<file path="config.mk">
export PLATFORM = sky130hd
export DESIGN_NAME = case2_result_reader
export DESIGN_NICKNAME = d
export VERILOG_FILES = /design/src/rtl/case2_pkg.sv /design/src/rtl/case2_skid_fifo2.sv /design/src/rtl/case2_result_reader.sv
export SDC_FILE = /design/constraint.sdc
export NUM_CORES = 1
export LEC_CHECK = 0
export ABC_CLOCK_PERIOD_IN_PS = 6200
export CORE_ASPECT_RATIO = 1.2
export CORE_MARGIN = 2
export CORE_UTILIZATION = 40
export DETAILED_ROUTE_END_ITERATION = 10
export GPL_ROUTABILITY_DRIVEN = 0
export HOLD_SLACK_MARGIN = 0.05
export PLACE_DENSITY_LB_ADDON = 0.1
export SLEW_MARGIN = 20
export SYNTH_ARGS = -nofsm -noshare
export SYNTH_HDL_FRONTEND = slang
export SYNTH_SLANG_ARGS = --single-unit
export TNS_END_PERCENT = 1
</file>
<file path="constraint.sdc">
create_clock -name clk -period 6.2 [get_ports clk]
set_input_delay 1.24 -clock clk [delete_from_list [all_inputs] [get_ports clk]]
set_output_delay 1.24 -clock clk [all_outputs]
set_load 0.05 [all_outputs]
</file>
<file path="src/rtl/case2_pkg.sv">
// Shared definitions for the case-2 result path: default dimensions, index widths,
// result RAM address mapping and the reader FSM states.
package case2_pkg;

    localparam int J_DEF = 14;
    localparam int I_DEF = 7;
    localparam int A_DEF = 2;

    typedef enum logic [1:0] {
        ST_IDLE  = 2'd0,
        ST_READ  = 2'd1,
        ST_DRAIN = 2'd2
    } state_e;

    // Index fields carry one spare bit so the full range count itself is representable.
    function automatic int idx_width(input int n);
        return $clog2(n) + 1;
    endfunction

    function automatic int result_addr(input int a, input int j, input int i,
                                       input int jd, input int id);
        return (a * jd + j) * id + i;
    endfunction

endpackage

</file>
<file path="src/rtl/case2_skid_fifo2.sv">
// Two-entry fall-through FIFO: when empty the input beat is presented combinationally (0 cycles).
// Head is held stable while out_ready is low; upstream must never push into a full FIFO without a pop.
module case2_skid_fifo2 #(
    parameter int W = 8
) (
    input  logic         clk,
    input  logic         rst,
    input  logic         in_valid,
    input  logic [W-1:0] in_data,
    output logic         out_valid,
    input  logic         out_ready,
    output logic [W-1:0] out_data,
    output logic [1:0]   count
);

    logic [W-1:0] mem [2];
    logic         rd_ptr;
    logic         wr_ptr;
    logic         empty;
    logic         push;
    logic         pop;

    assign empty     = (count == 2'd0);
    assign out_valid = !empty || in_valid;
    assign out_data  = !empty ? mem[rd_ptr] : (in_valid ? in_data : '0);

    // A beat that bypasses straight to an accepting consumer is never stored.
    assign push = in_valid && !(empty && out_ready);
    assign pop  = !empty && out_ready;

    always_ff @(posedge clk) begin
        if (rst) begin
            count  <= 2'd0;
            rd_ptr <= 1'b0;
            wr_ptr <= 1'b0;
        end else begin
            if (push) wr_ptr <= !wr_ptr;
            if (pop)  rd_ptr <= !rd_ptr;
            count <= count + {1'b0, push} - {1'b0, pop};
        end
    end

    always_ff @(posedge clk) begin
        if (push) mem[wr_ptr] <= in_data;
    end

endmodule

</file>
<file path="src/rtl/case2_result_reader.sv">
// Streams the result RAM out in ascending (a, j, i) order after done_in; beat 0 valid 2 cycles after done_in.
// Reads are throttled so the 2-entry FIFO can always absorb returning data under any out_ready pattern.
module case2_result_reader
    import case2_pkg::*;
#(
    parameter int  J       = J_DEF,
    parameter int  I       = I_DEF,
    parameter int  A       = A_DEF,
    parameter int  DATA_W  = 16,
    localparam int J_WIDTH = idx_width(J),
    localparam int I_WIDTH = idx_width(I),
    localparam int A_WIDTH = idx_width(A),
    localparam int N       = J * I * A,
    localparam int ADDR_W  = $clog2(N)
) (
    input  logic               clk,
    input  logic               rst,
    input  logic               done_in,
    output logic               rd_en,
    output logic [ADDR_W-1:0]  rd_addr,
    input  logic [DATA_W-1:0]  rd_data,
    output logic               out_valid,
    input  logic               out_ready,
    output logic [DATA_W-1:0]  out_data,
    output logic [A_WIDTH-1:0] out_a,
    output logic [J_WIDTH-1:0] out_j,
    output logic [I_WIDTH-1:0] out_i,
    output logic               out_last,
    output logic               busy,
    output logic               err
);

    localparam int PW = DATA_W + A_WIDTH + J_WIDTH + I_WIDTH + 1;

    state_e             state;
    logic [A_WIDTH-1:0] cnt_a, nxt_a, ret_a;
    logic [J_WIDTH-1:0] cnt_j, nxt_j, ret_j;
    logic [I_WIDTH-1:0] cnt_i, nxt_i, ret_i;
    logic               ret_vld;
    logic               ret_last;
    logic [1:0]         fifo_count;
    logic [2:0]         occ;
    logic               pop;
    logic               issue;
    logic               rd_last;
    logic [ADDR_W-1:0]  nxt_addr;
    logic [PW-1:0]      in_payload;
    logic [PW-1:0]      out_payload;

    assign pop     = out_valid && out_ready;
    assign rd_last = (rd_addr == ADDR_W'(N - 1));
    assign busy    = (state != ST_IDLE);

    // Reads still owed a FIFO slot: stored beats, the word returning now and the read on the bus.
    // A beat leaving this cycle frees one slot, so steady state sustains one read per cycle.
    assign occ   = 3'(fifo_count) + 3'(ret_vld) + 3'(rd_en);
    assign issue = (state == ST_READ) && (occ < (pop ? 3'd3 : 3'd2));

    always_comb begin
        nxt_a = cnt_a;
        nxt_j = cnt_j;
        nxt_i = cnt_i + 1'b1;
        if (cnt_i == I_WIDTH'(I - 1)) begin
            nxt_i = '0;
            nxt_j = cnt_j + 1'b1;
            if (cnt_j == J_WIDTH'(J - 1)) begin
                nxt_j = '0;
                nxt_a = cnt_a + 1'b1;
            end
        end
    end

    assign nxt_addr = ADDR_W'(result_addr(int'(nxt_a), int'(nxt_j), int'(nxt_i), J, I));

    always_ff @(posedge clk) begin
        if (rst) begin
            state    <= ST_IDLE;
            cnt_a    <= '0;
            cnt_j    <= '0;
            cnt_i    <= '0;
            rd_en    <= 1'b0;
            rd_addr  <= '0;
            ret_vld  <= 1'b0;
            ret_a    <= '0;
            ret_j    <= '0;
            ret_i    <= '0;
            ret_last <= 1'b0;
            err      <= 1'b0;
        end else begin
            ret_vld  <= rd_en;
            ret_a    <= cnt_a;
            ret_j    <= cnt_j;
            ret_i    <= cnt_i;
            ret_last <= rd_en && rd_last;
            rd_en    <= 1'b0;

            if (done_in && (state != ST_IDLE)) err <= 1'b1;

            case (state)
                ST_IDLE: begin
                    if (done_in) begin
                        state   <= ST_READ;
                        cnt_a   <= '0;
                        cnt_j   <= '0;
                        cnt_i   <= '0;
                        rd_en   <= 1'b1;
                        rd_addr <= '0;
                    end
                end
                ST_READ: begin
                    if (issue) begin
                        cnt_a   <= nxt_a;
                        cnt_j   <= nxt_j;
                        cnt_i   <= nxt_i;
                        rd_addr <= nxt_addr;
                        rd_en   <= 1'b1;
                        if (nxt_addr == ADDR_W'(N - 1)) state <= ST_DRAIN;
                    end
                end
                ST_DRAIN: begin
                    if (pop && out_last) state <= ST_IDLE;
                end
                default: state <= ST_IDLE;
            endcase
        end
    end

    assign in_payload = {rd_data, ret_a, ret_j, ret_i, ret_last};

    case2_skid_fifo2 #(
        .W(PW)
    ) u_fifo (
        .clk       (clk),
        .rst       (rst),
        .in_valid  (ret_vld),
        .in_data   (in_payload),
        .out_valid (out_valid),
        .out_ready (out_ready),
        .out_data  (out_payload),
        .count     (fifo_count)
    );

    assign {out_data, out_a, out_j, out_i, out_last} = out_payload;

endmodule

</file>
==> summary.log, run 1 <==
qor: power.report.power.total 0.002137 W
qor: route.average_routed_wire_per_standard_cell 14.54 µm
qor: timing.final_hold_viol_count 0
qor: clock_tree.tritoncts done
qor: setup_path.ff2ff_setup_slack 850 ps
qor: power.power_leakage 2.225 nW
qor: clock_tree.postCtsSetupBuffers 0
qor: timing.worst_slew_pin_slew 1008 ps
qor: timing.rsz_0062_raised_after_global_routing no
qor: floorplanning.area_of_the_die 12760 µm²
qor: clock_tree.ctsLongestPathBuffers 2
qor: route.vias 3228
qor: synthesis.synth_edf_count 56
qor: synthesis.mappedNetlistNets 467
qor: synthesis.synth_area 4748 µm²
qor: global_routing.via_count_of_the_first_global_routing_pass 3156
qor: synthesis.postSynth.topFlopCell sky130_fd_sc_hd__edfxtp_1
qor: synthesis.post_synth_fa_ha_maj_area_fraction 10.28%
qor: place.placement.io_buffers 59
qor: clock_tree.clkLatencyLatePin 340 ps
qor: route.drc 0
qor: synthesis.synth_area_leader sky130_fd_sc_hd__edfxtp_1
qor: setup_path.worst_ep_required_time 6480 ps
qor: synthesis.yosysSeqAreaShare 52.70%
qor: timing.setup_tns 0 ps
qor: setup_path.critical_path.max_fanout 7
qor: synthesis.postSynthCellCount 413
qor: synthesis.synth_compound_area_share 11.99%
qor: floorplanning.boundaryPins 60
qor: floorplanning.die_h 123.4 µm
qor: clock_tree.cts.hold.buffers_added 0
qor: synthesis.xor_and_xnor_area_share_after_synthesis 3.320%
qor: synthesis.synth_area_leaders sky130_fd_sc_hd__edfxtp_1 35%, sky130_fd_sc_hd__dfxtp_1 17%, sky130_fd_sc_hd__ha_1 7.1%
qor: synthesis.portion_of_netlist_area_occupied_by_mux_cells 5.903%
qor: min_path.worstHoldStart ret_j[2]
qor: timing.timing.max_slew.rel_slack 32.41%
qor: power.power.ir.vdd_worst 171.8 µV
qor: clock_tree.cts_max_level 3
qor: synthesis.yosysUniqueCellTypes 53
qor: outcome.run_status finished, final reports clean
qor: synthesis.synth_seq_cells 97
qor: clock_tree.clock-sinks 97
qor: timing.period_needed 5354 ps
qor: route.drt_pass1_iterations 4
qor: floorplanning.coreArea 11570 µm²
qor: final_layout.finalCoreUtilization 50.12%
qor: flow_run.timing.max_cap.violations 0
qor: synthesis.post-synth-top-area-fraction 35.42%
qor: final_layout.ant_cells 0
qor: setup_path.critPathCaptureType flop
qor: power.powerDensity 368.6 nW/µm²
qor: synthesis.synth_area_in_simple_gates 12.78%
qor: clock_tree.cts_buffers 9
qor: floorplanning.placement_rows 43
qor: global_routing.gr-usage-all-layers 15.40%
qor: floorplanning.die_width 103.5 µm
qor: synthesis.postSynthAreaPerCell 11.50 µm²
qor: route.initialDrtViolationCount 129
qor: final_layout.final_net_count 524
qor: timing.maxClockFrequency 186.8 MHz
qor: route.routed_wirelength 9187 µm
qor: route.number_of_routed_nets_with_antenna_violations 0
qor: global_routing.grt_pass1_wl 15210 µm
qor: final_layout.area_growth_syn_to_layout 22.11%
qor: synthesis.yosysMostFrequentCell sky130_fd_sc_hd__edfxtp_1
qor: synthesis.ys.warnings.count 0
qor: clock_tree.post_cts_resized 0
qor: setup_path.rr_startpoint cnt_j[0]
qor: global_routing.antenna_found_initial 0
qor: timing.finalClockSkew 10.63 ps
qor: synthesis.main_combinational_cell_family_by_area_after_synthesis simple AND/OR/NAND/NOR gates
qor: setup_path.startpoint_type flop
qor: setup_path.timing.critical_path.from cnt_j[0]
qor: synthesis.post_synth_most_frequent_cells 56 x sky130_fd_sc_hd__edfxtp_1, 44 x sky130_fd_sc_hd__o21ai_0, 41 x sky130_fd_sc_hd__dfxtp_1
qor: timing.maxSlewViolCount 0
qor: final_layout.layout-drive-gt1-share 6.316%
qor: floorplanning.initial_utilization 41.05%
qor: min_path.path_type_of_the_worst_min_delay_path reg -> reg
qor: global_routing.globalRouteOverflowTotal 0
qor: clock_tree.clock_slew_at_reported_path_ffs 70 ps
qor: setup_path.crit_type reg -> reg
qor: setup_path.arrival 5630 ps
qor: route.via_per_inst 5.108
qor: clock_tree.clockRootBuffer sky130_fd_sc_hd__clkbuf_16
qor: timing.period_share 86.35%
qor: global_routing.grt_max_degree 59
qor: place.dp.final_hpwl 6479 µm
qor: timing.setup_viol 0
qor: synthesis.async_reset_ff_share 0%
worst paths after layout:
| kind | endpoint | cells past startpoint |
|---|---|---|
| max reg2reg | state[1] | 19 |
| max | state[1] | 19 |
| min reg2reg | u_fifo.mem[1][7] | 0 |
| min | u_fifo.mem[1][7] | 0 |
sequential cells by signal, indices dropped and copies added, names as in the netlist, named ones only:
signal         flops
u_fifo.mem        56
rd_addr            8
cnt_j              5
ret_j              5
cnt_i              4
ret_i              4
cnt_a              2
ret_a              2
state              2
u_fifo.count       2
err                1
rd_en              1
ret_last           1
ret_vld            1
u_fifo.rd_ptr      1
u_fifo.wr_ptr      1
worst max-delay path, cell delays in order, from the launching register on:
cell                       delay, ps
sky130_fd_sc_hd__dfxtp_1         430
sky130_fd_sc_hd__ha_1            230
sky130_fd_sc_hd__nand4b_1        170
sky130_fd_sc_hd__nor2_2          200
sky130_fd_sc_hd__xor2_1          290
sky130_fd_sc_hd__inv_1           100
sky130_fd_sc_hd__ha_1            290
sky130_fd_sc_hd__inv_1            60
sky130_fd_sc_hd__fa_1            580
sky130_fd_sc_hd__fa_1            560
sky130_fd_sc_hd__inv_1            50
sky130_fd_sc_hd__fa_1            500
sky130_fd_sc_hd__inv_1            70
sky130_fd_sc_hd__fa_1            460
sky130_fd_sc_hd__a211oi_1        360
sky130_fd_sc_hd__o21ai_0         220
sky130_fd_sc_hd__a211oi_4        260
sky130_fd_sc_hd__nand4_1         130
sky130_fd_sc_hd__o31ai_2         100
sky130_fd_sc_hd__a32o_1          220
area by class of cell:
| cell class | count | area, µm² |
|---|---|---|
| clock buffers | 10 | 229.0 |
| clock inverters | 6 | 41.29 |
| fillers | 1055 | 5769 |
| inverters | 17 | 63.81 |
| multi-input cells | 281 | 2117 |
| flip-flops and latches | 97 | 2502 |
| well taps | 157 | 196.4 |
| repair buffers | 64 | 648.1 |
placed cells by master, fill, tap and decap left out, types with 2 or more instances in the layout:
cell                              count
sky130_fd_sc_hd__a211oi_1             3
sky130_fd_sc_hd__a21o_1               4
sky130_fd_sc_hd__a21oi_1              7
sky130_fd_sc_hd__a22o_1              13
sky130_fd_sc_hd__and2_1               3
sky130_fd_sc_hd__and4b_1              2
sky130_fd_sc_hd__buf_4                4
sky130_fd_sc_hd__clkbuf_16            9
sky130_fd_sc_hd__clkdlybuf4s50_1     59
sky130_fd_sc_hd__clkinvlp_4           2
sky130_fd_sc_hd__dfxtp_1             41
sky130_fd_sc_hd__edfxtp_1            56
sky130_fd_sc_hd__fa_1                 7
sky130_fd_sc_hd__ha_1                27
sky130_fd_sc_hd__inv_1               17
sky130_fd_sc_hd__inv_6                2
sky130_fd_sc_hd__mux2i_1             28
sky130_fd_sc_hd__nand2_1             20
sky130_fd_sc_hd__nand3_1             32
sky130_fd_sc_hd__nand4_1              2
sky130_fd_sc_hd__nand4b_1             2
sky130_fd_sc_hd__nor2_1              18
sky130_fd_sc_hd__nor2b_1             15
sky130_fd_sc_hd__nor3_1               4
sky130_fd_sc_hd__nor4_1               2
sky130_fd_sc_hd__o21ai_0             44
sky130_fd_sc_hd__or2_2                2
sky130_fd_sc_hd__xnor2_1              8
sky130_fd_sc_hd__xor2_1              10
power by group:
part           switching [W]  internal, W
Clock               0.000232     0.000273
Combinational       0.000595     0.000298
Sequential         0.0000236     0.000716
Total               0.000851      0.00129
metrics by stage:
stage | instance area, µm² | hold WS [ps] | std cells | worst slack (ps)
6_report | 5798 | 445.0 | 632 | 846.5
5_1_grt | 5798 | 466.2 | 632 | 417.2
4_1_cts | 5771 | 452.1 | 631 | 821.2
3_5_place_dp | 5500 | 442.9 | 615 | 836.1
3_3_place_gp | 5500 | 432.2 | 615 | 955.1
2_1_floorplan | 4748 | 426.4 | 413 | 1274
cell families after synthesis:
group	Yosys count
compound gates	87
fa+ha+maj	35
simple gates	113
buf+inv	35
mux	28
xor+xnor	18
flops	97
layer usage:
layer | global-route usage, % | vias to the layer above | wire length (µm)
met2 | 25.93 | 53 | 4596
met3 | 3.279 | 11 | 320
met4 | 5.757 | 0 | 136
met5 | 0 | - | 0
li1 | - | 1626 | -
met1 | 19.27 | 1538 | 4135
No activity file was read; power rests on OpenSTA's default activity.
==> inputs of run 2 (changes only) <==
==> constraint.sdc (replaced) <==
create_clock -name clk -period 6.2 [get_ports clk]
set_input_delay 1.24 -clock clk [delete_from_list [all_inputs] [get_ports clk]]
set_output_delay 1.24 -clock clk [all_outputs]
set_load 0.1 [all_outputs]
==> summary.log, run 2 (same netlist as run 1, synthesis figures left out) <==
qor: outcome.run_status finished, final reports clean
qor: final_layout.layout-drive-gt1-share 6.526% [+0.21 points]
qor: floorplanning.die_width 103.5 µm [unchanged]
qor: timing.finalClockSkew 7.392 ps [-3.238 ps]
qor: route.m1WireLength 4187 µm [+1.3%]
qor: timing.final_hold_viol_count 0 [unchanged]
qor: route.via_per_inst 5.117 [+0.19%]
qor: route.routed_wirelength 9284 µm [+1.1%]
qor: global_routing.grt_max_degree 59 [unchanged]
qor: final_layout.area_growth_syn_to_layout 22.98%
qor: route.vias 3234 [+0.19%]
qor: route.average_routed_wire_per_standard_cell 14.69 µm [+1.1%]
qor: final_layout.final_common_cell sky130_fd_sc_hd__clkdlybuf4s50_1
qor: setup_path.arrival 5620 ps [about the same]
qor: clock_tree.cts.hold.buffers_added 0 [unchanged]
qor: clock_tree.clockRootBuffer sky130_fd_sc_hd__clkbuf_16
qor: floorplanning.area_of_the_die 12760 µm² [unchanged]
qor: final_layout.final_net_count 524 [unchanged]
qor: timing.period_needed 5340 ps [-13.77 ps]
qor: route.wl_met2 4629 µm [+0.72%]
qor: setup_path.startpoint_type flop
qor: power.powerDensity 441.4 nW/µm² [+20%]
qor: clock_tree.ctsLongestPathBuffers 2 [unchanged]
qor: global_routing.antenna_found_initial 0 [unchanged]
qor: place.dp.final_hpwl 6586 µm [+1.6%]
qor: global_routing.via_count_of_the_first_global_routing_pass 3032 [-3.9%]
qor: final_layout.ant_cells 0 [unchanged]
qor: timing.rsz_0062_raised_after_global_routing no
qor: timing.period_share 86.13% [-0.22 points]
qor: route.dr_wl_met3 367 µm [+15%]
qor: clock_tree.clock_slew_at_reported_path_ffs 70 ps [about the same]
qor: setup_path.crit_path_max_incr_delay 590 ps [about the same]
qor: setup_path.rr_startpoint cnt_j[0]
qor: timing.setup_tns 0 ps [unchanged]
qor: route.drc 0 [unchanged]
qor: setup_path.path_cells ha_1, nand4b_1, nor2_2, xor2_1, inv_1, ha_1, inv_1, fa_1, fa_1, inv_1, fa_1, inv_1, fa_1, a211oi_1, o21ai_0, a211oi_4, nand4_1, o31ai_2, a32o_1
qor: setup_path.critPathCaptureType flop
qor: route.drt_pass1_iterations 4 [unchanged]
qor: timing.worst_slew_pin_slew 1005 ps [-3.243 ps]
qor: route.top_layer_used met4
qor: global_routing.globalRouteOverflowTotal 0 [unchanged]
qor: clock_tree.post_cts_resized 0 [unchanged]
qor: route.initialDrtViolationCount 174 [+35%]
qor: clock_tree.postCtsSetupBuffers 0 [unchanged]
qor: floorplanning.die_h 123.4 µm [unchanged]
qor: flow_run.timing.max_cap.violations 0 [unchanged]
qor: timing.maxClockFrequency 187.3 MHz [+0.26%]
qor: clock_tree.cts_buffers 9 [unchanged]
qor: timing.hold-worst-slack 453.0 ps [+7.930 ps]
qor: clock_tree.cts_max_level 3 [unchanged]
qor: setup_path.worst_ep_required_time 6480 ps [about the same]
qor: clock_tree.clock-sinks 97 [unchanged]
qor: setup_path.critical_path.max_fanout 7 [unchanged]
qor: final_layout.largest_register u_fifo.mem
qor: floorplanning.placement_rows 43 [unchanged]
qor: floorplanning.initial_utilization 41.05% [unchanged]
qor: global_routing.gr-usage-all-layers 15.49% [+0.089 points]
qor: final_layout.reg.largest.list u_fifo.mem x56, rd_addr x8
qor: floorplanning.coreArea 11570 µm² [unchanged]
qor: final_layout.mostFrequentLayoutCells 59 x sky130_fd_sc_hd__clkdlybuf4s50_1, 56 x sky130_fd_sc_hd__edfxtp_1, 44 x sky130_fd_sc_hd__o21ai_0
qor: timing.timing.max_slew.rel_slack 32.78% [+0.37 points]
qor: setup_path.crit_type reg -> reg
qor: setup_path.critical-path-slowest-cell sky130_fd_sc_hd__fa_1
qor: floorplanning.boundaryPins 60 [unchanged]
qor: place.placement.io_buffers 59 [unchanged]
qor: global_routing.grt_pass1_wl 15210 µm [unchanged]
qor: final_layout.largest_register_ff_count 56 [unchanged]
qor: min_path.path_type_of_the_worst_min_delay_path reg -> reg
qor: power.power.ir.vdd_worst 246.3 µV [+43%]
qor: clock_tree.tritoncts done
qor: timing.maxSlewViolCount 0 [unchanged]
qor: min_path.worstHoldStart ret_i[0]
qor: timing.setup_viol 0 [unchanged]
qor: clock_tree.clkLatencyLatePin 340 ps [about the same]
qor: route.number_of_routed_nets_with_antenna_violations 0 [unchanged]
qor: power.power_leakage 2.245 nW [+0.87%]
qor: setup_path.timing.critical_path.from cnt_j[0]
[run 2: cell type report]
type	count	area, µm²
multi-input cells	281	2117
fillers	1043	5728
flip-flops and latches	97	2502
clock buffers	10	229.0
clock inverters	6	90.09
repair buffers	64	640.6
inverters	17	63.81
well taps	157	196.4
[run 2: final timing paths]
| check | to | slack [ps] | cells past startpoint |
|---|---|---|---|
| max | state[1] | 860 | 19 |
| min | u_fifo.mem[1][1] | 450 | 0 |
| max reg2reg | state[1] | 860 | 19 |
| min reg2reg | u_fifo.mem[1][1] | 450 | 0 |
[run 2: where the power goes]
| group | switching (W) | internal, W | leakage [nW] |
|---|---|---|---|
| sequential | 0.0000423 | 0.000716 | 0.828 |
| clock | 0.000231 | 0.000355 | 0.150 |
| combinational | 0.000942 | 0.000291 | 1.27 |
| total | 0.00122 | 0.00136 | 2.24 |
[run 2: per-layer routing]
metal,up-vias,track usage (%)
met5,-,0
met4,0,4.934
met3,5,3.957
met2,59,26.01
met1,1540,19.39
li1,1630,-
[run 2: critical path, delay by kind of cell, from the launching register on]
kind                       cells  cell delay (ps)
buffers and inverters          4              290
DFF                            1              440
AOI/OAI and AO/OA              5             1160
and+or+nand+nor                3              500
adders and majority gates      6             2600
xor gates and xnor gates       1              290
[run 2: through the flow]
step	area [µm²]	std cells	util, %	worst slack [ps]	power, W
after detailed placement	5500	615	47.55	845.2	0.001992
after floorplan	4748	413	-	1274	0.001721
after global placement	5500	615	47.55	958.5	0.001987
after CTS	5819	631	50.31	812.0	0.002581
final	5839	632	50.48	860.2	0.002577
after global routing	5839	632	50.48	389.8	0.002695
==> inputs of run 3 (changes only) <==
--- a/config.mk
+++ b/config.mk
@@ -6,9 +6,11 @@
 export NUM_CORES = 1
 export LEC_CHECK = 0
 export ABC_CLOCK_PERIOD_IN_PS = 6200
+export CELL_PAD_IN_SITES_DETAIL_PLACEMENT = 1
+export CELL_PAD_IN_SITES_GLOBAL_PLACEMENT = 1
 export CORE_ASPECT_RATIO = 1.2
 export CORE_MARGIN = 2
-export CORE_UTILIZATION = 40
+export CORE_UTILIZATION = 44
 export DETAILED_ROUTE_END_ITERATION = 10
 export GPL_ROUTABILITY_DRIVEN = 0
 export HOLD_SLACK_MARGIN = 0.05
==> summary.log, run 3 (same netlist as run 1, synthesis figures left out) <==
qor: global_routing.gr-usage-all-layers 18.93% [+3.4 points]
qor: route.vias 3335 [+3.1%]
qor: timing.setup_viol 0 [unchanged]
qor: final_layout.layout-drive-gt1-share 6.513% [-0.014 points]
qor: min_path.hold-path-cell-count 0 [unchanged]
qor: global_routing.grt_max_degree 59 [unchanged]
qor: clock_tree.clockRootBuffer sky130_fd_sc_hd__clkbuf_16
qor: power.powerDensity 441.2 nW/µm² [about the same]
qor: final_layout.final_common_cell sky130_fd_sc_hd__clkdlybuf4s50_1
qor: setup_path.arrival 5720 ps [+100 ps]
qor: floorplanning.coreArea 10520 µm² [-9.1%]
qor: clock_tree.clock-sinks 97 [unchanged]
qor: setup_path.startpoint_type flop
qor: clock_tree.cts_max_level 3 [unchanged]
qor: final_layout.final_cells 605 [-4.3%]
qor: timing.finalClockSkew 7.312 ps [-0.07980 ps]
qor: setup_path.critical_path.max_fanout 7 [unchanged]
qor: place.place_inst 588 [-4.4%]
qor: route.initialDrtViolationCount 87 [-50%]
qor: clock_tree.cts.hold.buffers_added 0 [unchanged]
qor: clock_tree.cts_buffers 9 [unchanged]
qor: setup_path.crit_type reg -> reg
qor: timing.setup_tns 0 ps [unchanged]
qor: timing.maxSlewViolCount 0 [unchanged]
qor: place.dp.final_hpwl 7725 µm [+17%]
qor: clock_tree.ctsLongestPathBuffers 2 [unchanged]
qor: setup_path.r2r-end state[1]
qor: final_layout.reg.largest.list u_fifo.mem x56, rd_addr x8
qor: timing.worst_slew_pin_slew 1007 ps [+1.750 ps]
qor: final_layout.final_net_count 525 [+0.19%]
qor: floorplanning.placement_rows 41 [-4.7%]
qor: final_layout.ant_cells 0 [unchanged]
qor: power.report.power.total 0.002555 W [-0.89%]
qor: floorplanning.die_width 98.83 µm [-4.5%]
qor: setup_path.critPathCaptureType flop
qor: floorplanning.area_of_the_die 11640 µm² [-8.8%]
qor: route.number_of_routed_nets_with_antenna_violations 0 [unchanged]
qor: place.placement.io_buffers 59 [unchanged]
qor: setup_path.ff2ff_setup_slack 750 ps [-110 ps]
qor: final_layout.final.fill_count 1112 [+6.6%]
qor: clock_tree.clock_slew_at_reported_path_ffs 60 ps [about the same]
qor: timing.period_needed 5447 ps [+107.2 ps]
qor: min_path.worstHoldStart ret_a[1]
qor: final_layout.largest_register_ff_count 56 [unchanged]
qor: final_layout.footprint_of_the_multi_input_gates 2117 µm² [unchanged]
qor: final_layout.seqCellArea 2502 µm² [unchanged]
qor: power.power.ir.vdd_worst 209.8 µV [-15%]
qor: timing.final_hold_viol_count 0 [unchanged]
qor: global_routing.antenna_found_initial 0 [unchanged]
qor: min_path.path_type_of_the_worst_min_delay_path reg -> reg
qor: flow_run.timing.max_cap.violations 0 [unchanged]
qor: setup_path.worst-r2r-cell-count 19 [unchanged]
qor: global_routing.via_count_of_the_first_global_routing_pass 3448 [+14%]
qor: route.drc 0 [unchanged]
qor: floorplanning.boundaryPins 60 [unchanged]
qor: route.average_routed_wire_per_standard_cell 17.63 µm [+20%]
qor: place.dpl-instance-area 5473 µm² [-0.50%]
qor: final_layout.area_growth_syn_to_layout 21.95%
qor: final_layout.final_design_area_no_fill 5791 µm² [-0.84%]
qor: clock_tree.post_cts_resized 0 [unchanged]
qor: route.drt_pass1_iterations 4 [unchanged]
qor: final_layout.mostFrequentLayoutCells 59 x sky130_fd_sc_hd__clkdlybuf4s50_1, 56 x sky130_fd_sc_hd__edfxtp_1, 44 x sky130_fd_sc_hd__o21ai_0
qor: clock_tree.clkLatencyLatePin 330 ps [about the same]
qor: power.power_leakage 2.244 nW [about the same]
qor: timing.maxClockFrequency 183.6 MHz [-2.0%]
qor: floorplanning.die_h 117.8 µm [-4.5%]
qor: outcome.run_status finished, final reports clean
qor: timing.period_share 87.85% [+1.7 points]
qor: final_layout.largest_register u_fifo.mem
qor: route.via_per_inst 5.512 [+7.7%]
qor: timing.rsz_0062_raised_after_global_routing no
qor: timing.timing.max_slew.rel_slack 32.66% [-0.12 points]
qor: route.routed_wirelength 10670 µm [+15%]
qor: setup_path.rr_startpoint cnt_j[0]
qor: global_routing.globalRouteOverflowTotal 0 [unchanged]
qor: clock_tree.postCtsSetupBuffers 0 [unchanged]
qor: floorplanning.initial_utilization 45.15% [+4.1 points]
qor: min_path.holdPathEnd u_fifo.mem[1][11]
qor: setup_path.worst_ep_required_time 6470 ps [about the same]
qor: clock_tree.tritoncts done
qor: timing.hold-worst-slack 454.1 ps [+1.193 ps]
qor: global_routing.grt_pass1_wl 17580 µm [+16%]
-- run 3: cell types whose count changed in the layout (fill, tap and decap cells not counted) --
cell / delta
sky130_fd_sc_hd__bufinv_16: -1
sky130_fd_sc_hd__clkinv_4: +1
sky130_fd_sc_hd__clkinv_2: +1
sky130_fd_sc_hd__clkinv_1: +1
sky130_fd_sc_hd__clkbuf_8: +1
sky130_fd_sc_hd__clkinvlp_2: -1
sky130_fd_sc_hd__inv_6: -2
sky130_fd_sc_hd__buf_4: +1
-- run 3: how the worst max path moves through the flow --
stage          cells after the start       end      from  slack [ps]
4_1_cts                           19  state[1]  cnt_j[0]         690
6_report                          19  state[1]  cnt_j[0]         750
5_1_grt                           19  state[1]  cnt_j[0]         320
2_1_floorplan                     20  state[1]  cnt_i[0]        1270
3_3_place_gp                      20  state[1]  cnt_i[0]         960
3_5_place_dp                      20  state[1]  cnt_i[0]         760
-- run 3: worst max-delay path, cell delays in order (launching register included) --
cell and delay [ps]:
sky130_fd_sc_hd__dfxtp_1 440, sky130_fd_sc_hd__ha_1 220, sky130_fd_sc_hd__nand4b_1 170, sky130_fd_sc_hd__nor2_2 210
sky130_fd_sc_hd__xor2_1 310, sky130_fd_sc_hd__inv_1 110, sky130_fd_sc_hd__ha_1 290, sky130_fd_sc_hd__inv_1 60
sky130_fd_sc_hd__fa_1 600, sky130_fd_sc_hd__fa_1 570, sky130_fd_sc_hd__inv_1 50, sky130_fd_sc_hd__fa_1 490
sky130_fd_sc_hd__inv_1 60, sky130_fd_sc_hd__fa_1 450, sky130_fd_sc_hd__a211oi_1 390, sky130_fd_sc_hd__o21ai_0 240
sky130_fd_sc_hd__a211oi_4 270, sky130_fd_sc_hd__nand4_1 130, sky130_fd_sc_hd__o31ai_2 100, sky130_fd_sc_hd__a32o_1 210
-- run 3: final cells by class --
cell class / instances / share of cell area [%]
clock buffer: 11 / 4.192
tap: 129 / 2.787
multi-input combinational: 281 / 36.56
timing repair buffer: 65 / 11.19
sequential: 97 / 43.22
inverter: 17 / 1.102
clock inverter: 5 / 0.9507
-- run 3: routing by layer --
metal	GRT usage [%]	wire length, µm	vias to the layer above
met5	0	0	-
li1	-	-	1625
met2	34.33	5837	53
met4	5.651	112	0
met1	22.84	4434	1650
met3	2.969	280	7
-- run 3: metrics by stage --
stage | utilization (%) | setup WS (ps)
floorplan | - | 1274
CTS | 54.87 | 689.8
global placement | 52.04 | 964.9
detailed placement | 52.04 | 757.3
finish | 55.06 | 753.0
global route | 55.06 | 316.8
-- run 3: report_power, final --
part / switching, W / leakage (nW) / internal, W
logic: 0.000956 / 1.27 / 0.000292
clock network: 0.000226 / 0.143 / 0.000322
registers: 0.0000417 / 0.828 / 0.000716
